[config.mk]
export PLATFORM = sky130hd
export DESIGN_NAME = imem_loader
export DESIGN_NICKNAME = d
export VERILOG_FILES = /design/src/rtl/imem_loader.sv
export SDC_FILE = /design/constraint.sdc
export NUM_CORES = 1
export LEC_CHECK = 0
export CORE_MARGIN = 2
export CORE_UTILIZATION = 32
export CTS_BUF_LIST = sky130_fd_sc_hd__clkbuf_4 sky130_fd_sc_hd__clkbuf_8 sky130_fd_sc_hd__clkbuf_16
export CTS_CLUSTER_SIZE = 12
export DETAILED_ROUTE_END_ITERATION = 8
export DONT_BUFFER_PORTS = 1
export HOLD_SLACK_MARGIN = 0.03
export PLACE_DENSITY_LB_ADDON = 0.1
export SYNTH_ARGS = -nofsm -noshare
export SYNTH_HDL_FRONTEND = slang
export SYNTH_SLANG_ARGS = --single-unit
[constraint.sdc]
create_clock -name clk -period 4.3 [get_ports clk]
set_input_delay 0.43 -clock clk [delete_from_list [all_inputs] [get_ports clk]]
set_output_delay 0.43 -clock clk [all_outputs]
set_load 0.05 [all_outputs]
[src/rtl/imem_loader.sv]
// imem_loader: boot-time loader that turns a byte stream into 32-bit
// instruction-memory writes. It keeps the core in reset until a full image
// with a matching XOR checksum has been received.
module imem_loader #(
  parameter int DEPTH = 64,
  parameter int IDX_W = 6
) (
  input  logic        clk,
  input  logic        reset,
  input  logic        start,
  input  logic        byte_valid,
  input  logic [7:0]  byte_data,
  output logic        byte_ready,
  output logic        imem_we,
  output logic [63:0] imem_addr,
  output logic [31:0] imem_wdata,
  output logic        core_reset,
  output logic        done,
  output logic        error
);

  typedef enum logic [2:0] {
    S_IDLE,
    S_LEN_LO,
    S_LEN_HI,
    S_DATA,
    S_CHECK,
    S_RUN,
    S_ERROR
  } state_t;

  localparam logic [15:0] DEPTH_W = 16'(DEPTH);

  // Reset synchroniser: assertion passes straight through, release is
  // delayed by two clock edges so all state leaves reset on the same edge.
  logic [1:0] rst_sync_q;
  logic [1:0] rst_sync_d;
  logic       rst_n_int;

  assign rst_sync_d = {rst_sync_q[0], 1'b1};
  assign rst_n_int  = rst_sync_q[1];

  // Two-stage synchroniser register for the reset release.
  always_ff @(posedge clk or negedge reset) begin
    if (!reset) rst_sync_q <= 2'b00;
    else        rst_sync_q <= rst_sync_d;
  end

  state_t            state_q, state_d;
  logic [7:0]        len_lo_q, len_lo_d;
  logic [15:0]       len_q, len_d;
  logic [IDX_W-1:0]  word_idx_q, word_idx_d;
  logic [1:0]        byte_cnt_q, byte_cnt_d;
  logic [7:0]        csum_q, csum_d;
  logic [23:0]       asm_q, asm_d;      // low three bytes of the word in flight
  logic              we_q, we_d;
  logic [IDX_W-1:0]  wr_idx_q, wr_idx_d;
  logic [31:0]       wdata_q, wdata_d;

  logic              accept;
  logic [15:0]       len_n;
  logic              last_word;

  assign byte_ready = (state_q == S_LEN_LO) || (state_q == S_LEN_HI) ||
                      (state_q == S_DATA)   || (state_q == S_CHECK);
  assign accept     = byte_valid && byte_ready;
  assign len_n      = {byte_data, len_lo_q};
  assign last_word  = ({{(16-IDX_W){1'b0}}, word_idx_q} == (len_q - 16'd1));

  // Next-state logic: stream parsing, word assembly and checksum tracking.
  always_comb begin
    state_d    = state_q;
    len_lo_d   = len_lo_q;
    len_d      = len_q;
    word_idx_d = word_idx_q;
    byte_cnt_d = byte_cnt_q;
    csum_d     = csum_q;
    asm_d      = asm_q;
    we_d       = 1'b0;
    wr_idx_d   = wr_idx_q;
    wdata_d    = wdata_q;

    case (state_q)
      S_IDLE, S_RUN, S_ERROR: begin
        if (start) begin
          state_d    = S_LEN_LO;
          word_idx_d = '0;
          byte_cnt_d = 2'd0;
          csum_d     = 8'h00;
        end
      end
      S_LEN_LO: begin
        if (accept) begin
          len_lo_d = byte_data;
          state_d  = S_LEN_HI;
        end
      end
      S_LEN_HI: begin
        if (accept) begin
          len_d = len_n;
          if (len_n == 16'd0 || len_n > DEPTH_W) state_d = S_ERROR;
          else                                   state_d = S_DATA;
        end
      end
      S_DATA: begin
        if (accept) begin
          csum_d     = csum_q ^ byte_data;
          byte_cnt_d = byte_cnt_q + 2'd1;
          case (byte_cnt_q)
            2'd0: asm_d[7:0]   = byte_data;
            2'd1: asm_d[15:8]  = byte_data;
            2'd2: asm_d[23:16] = byte_data;
            default: begin
              // Fourth byte completes the word; the write goes out next cycle.
              we_d       = 1'b1;
              wdata_d    = {byte_data, asm_q};
              wr_idx_d   = word_idx_q;
              word_idx_d = word_idx_q + IDX_W'(1);
              if (last_word) state_d = S_CHECK;
            end
          endcase
        end
      end
      S_CHECK: begin
        if (accept) begin
          if (byte_data == csum_q) state_d = S_RUN;
          else                     state_d = S_ERROR;
        end
      end
      default: state_d = S_IDLE;
    endcase
  end

  // State and datapath registers, cleared by the synchronised reset.
  always_ff @(posedge clk or negedge rst_n_int) begin
    if (!rst_n_int) begin
      state_q    <= S_IDLE;
      len_lo_q   <= 8'h00;
      len_q      <= 16'h0000;
      word_idx_q <= '0;
      byte_cnt_q <= 2'd0;
      csum_q     <= 8'h00;
      asm_q      <= 24'h000000;
      we_q       <= 1'b0;
      wr_idx_q   <= '0;
      wdata_q    <= 32'h00000000;
    end else begin
      state_q    <= state_d;
      len_lo_q   <= len_lo_d;
      len_q      <= len_d;
      word_idx_q <= word_idx_d;
      byte_cnt_q <= byte_cnt_d;
      csum_q     <= csum_d;
      asm_q      <= asm_d;
      we_q       <= we_d;
      wr_idx_q   <= wr_idx_d;
      wdata_q    <= wdata_d;
    end
  end

  assign imem_we    = we_q;
  assign imem_addr  = {{(62-IDX_W){1'b0}}, wr_idx_q, 2'b00};
  assign imem_wdata = wdata_q;
  assign core_reset = (state_q != S_RUN);
  assign done       = (state_q == S_RUN);
  assign error      = (state_q == S_ERROR);

endmodule

==> impl_metrics.ini <==
[worst_setup_path]
end_kind = primary output
worstPathMaxFanout = 22
worstReg2RegStart = state_q[2]
worstPathRequired_ns = 3.87
crit_chain = nor2b_1, nand2_1, inv_1
timing.rr.end = state_q[2]
crit_family = simple AND/OR/NAND/NOR gates
cp_num_buf_inv = 1
crit_slowest_cell = dfrtp_1
crit_start = state_q[1]
crit_type = reg2out
arrival_ns = 2.48
start_kind = flop
r2r_slack_ns = 1.81
max_stage_delay_ns = 0.63
r2r_cells = 5

[floorplanning]
die_y_um = 133
io_pins = 113
die_x_um = 133
initial_utilization_pct = 32.5
rows = 47
die_area_um2 = 17800
coreArea_um2 = 16500

[placement]
place_congestion = 0.785
port_buffers = 0
dp_hpwl_um = 8010

[route]
drt_wl_total_um = 12100
vias = 3450
drcViolationCount = 0
via_per_inst = 4.74
postRouteAntennaNets = 0
drt_iter0_drc = 216
wl_per_cell_um = 16.6
drt_first_pass_iters = 4

[clock_network]
cts-root-buf = clkbuf_16
insertion_delay_ns = 0.36
post_cts_buffers = 0
clk_pin_slew_ns = 0.07
ctsResizeCount = 0
cts_buffer_depth = 2
htree_levels = 3
clock-sinks = 108
cts_buffers = 9
cts_tree = done

[min_path]
min_path_type = in2reg
min_path_cells = 2
min_to = csum_q[3]
worstHoldStart = byte_data[3]

[sta]
fmax_mhz = 344
period_share_pct = 67.7
clock_skew_ns = 0.00671
hold_viol_final = 0
rsz0062_at_grt = no
period_needed_ns = 2.91
slew_headroom_pct = 25.6
setup_viol = 0
worst_pin_slew_ns = 1.11
finalSetupTns_ns = 0
slew_violations = 0

[synth]
seq_area_frac_synth_pct = 50.5
synth_edf_count = 0
synthFlopType = dfrtp_1
synth_async_sr_flop_share_pct = 100
synth_area_um2 = 5360
ys_warn_count = 0
synth_seq_cells = 108
avgSynthCellArea_um2 = 10.4
syn_inst = 514
synth.distinct_cells = 49

[run_status]
outcome = finished clean

[global_route]
grt_antenna_before_repair = 0
grt_pass1_wl_um = 19500
grt_usage_pct = 14.3
overflow = 0
grt_pass1_vias = 3365
grt_max_degree = 76

[cells_and_area]
multi_input_area_um2 = 2280
final-seq-area_um2 = 2710
nets = 521
area_delta_synth_final_pct = 6.31
layout_common_cells = dfrtp_1, nand2_1, conb_1
layout-drive-gt1-share_pct = 16.5
fill_cells = 1665
n_antenna_cell = 0
layout_commonest_cell = dfrtp_1

[power]
vdd_drop_max_v = 0.000416
power.total_mw = 4.41
p_leak_nw = 2.64
power_density_nw_per_um2 = 775

[job]
cap_violations = 0
[per-layer routing]
metal	wire [um]	track usage, %
met1	5420	18.5
met2	5600	22.9
met3	888	4.34
met4	174	4.61
met5	0	0
[final cells by class]
type | count | area share [%]
multi-input cells | 368 | 40.0
flip-flops and latches | 108 | 47.5
well taps | 220 | 4.84
clock buffers | 9 | 3.96
repair buffers | 4 | 0.571
inverters | 12 | 0.791
clock inverters | 7 | 2.29
[cell usage after synthesis, drive strengths merged, types with 4 or more instances]
| cell | count | share of area, % |
|---|---|---|
| xnor2 | 15 | 2.5 |
| nor3 | 7 | 0.65 |
| nor2b | 4 | 0.47 |
| buf | 70 | 9.3 |
| and3 | 5 | 0.58 |
| nand3 | 5 | 0.47 |
| inv | 11 | 0.77 |
| o31ai | 4 | 0.56 |
| a31oi | 5 | 0.58 |
| o21ai | 31 | 2.9 |
| clkbuf | 13 | 0.91 |
| nor2 | 10 | 0.70 |
| ha | 6 | 1.4 |
| mux2 | 58 | 12 |
| dfrtp | 108 | 50 |
| a21oi | 6 | 0.56 |
| nand4 | 6 | 0.70 |
| nand2 | 106 | 7.4 |
| xor2 | 5 | 0.82 |
[worst reg2reg max path: stages (launching register included)]
cell	delay, ns
dfrtp_1	0.56
nor2b_1	0.19
and3_1	0.38
nand2_2	0.14
clkinv_1	0.71
a21o_1	0.40
[stage by stage]
stage	hold WS (ns)	area (um^2)	utilization [%]	std cells	setup slack, ns
2_1_floorplan	0.134	5570	-	571	1.07
3_3_place_gp	0.134	5330	32.4	711	1.83
3_5_place_dp	0.134	5330	32.4	711	1.75
4_1_cts	0.200	5690	34.6	728	1.42
5_1_grt	0.189	5690	34.6	728	1.23
6_report	0.212	5690	34.6	728	1.39
[kinds of logic (layout without fill, tap and decap cells)]
kind of cell | after synthesis | in the layout | synth area share, %
AOI/OAI and AO/OA | 63 | 63 | 7.55
xor gates and xnor gates | 20 | 20 | 3.27
adders and majority gates | 6 | 6 | 1.40
buffers and inverters | 95 | 32 | 11.0
DFF | 108 | 108 | 50.5
muxes | 60 | 60 | 12.6
other | 2 | 59 | 0.140
and+or+nand+nor | 160 | 160 | 13.6
[worst max path at each step]
stage / endpoint / slack (ns) / depth (start not counted)
final: done / 1.39 / 3
after global routing: done / 1.23 / 3
after CTS: done / 1.42 / 3
after detailed placement: word_idx_q[1] / 1.75 / 6
after global placement: word_idx_q[1] / 1.83 / 6
after floorplan: asm_q[0] / 1.07 / 0
[flip-flops by register name, summed over array words and instances (netlist names)]
| signal | count |
|---|---|
| byte_cnt_q | 2 |
| csum_q | 8 |
| len_q | 16 |
| wr_idx_q | 6 |
| word_idx_q | 6 |
| state_q | 3 |
| imem_wdata | 32 |
| len_lo_q | 8 |
| imem_we | 1 |
| asm_q | 24 |
| rst_sync_q | 2 |
[report_power, final]
group          total [mW]  internal, mW  switching (mW)  leakage (nW)
Clock               0.986         0.582           0.404         0.174
Sequential           2.23          1.42           0.815          1.39
Combinational        1.19         0.542           0.650          1.08
Total                4.41          2.54            1.87          2.64
[timing repair]
action / 4_1_cts / 5_1_grt
hold buffers: 1 / 0
hold endpoints to repair: 2 / 0
endpoints found under the setup margin: 0 / 0
Note: power is estimated with default switching activity, not from simulation.
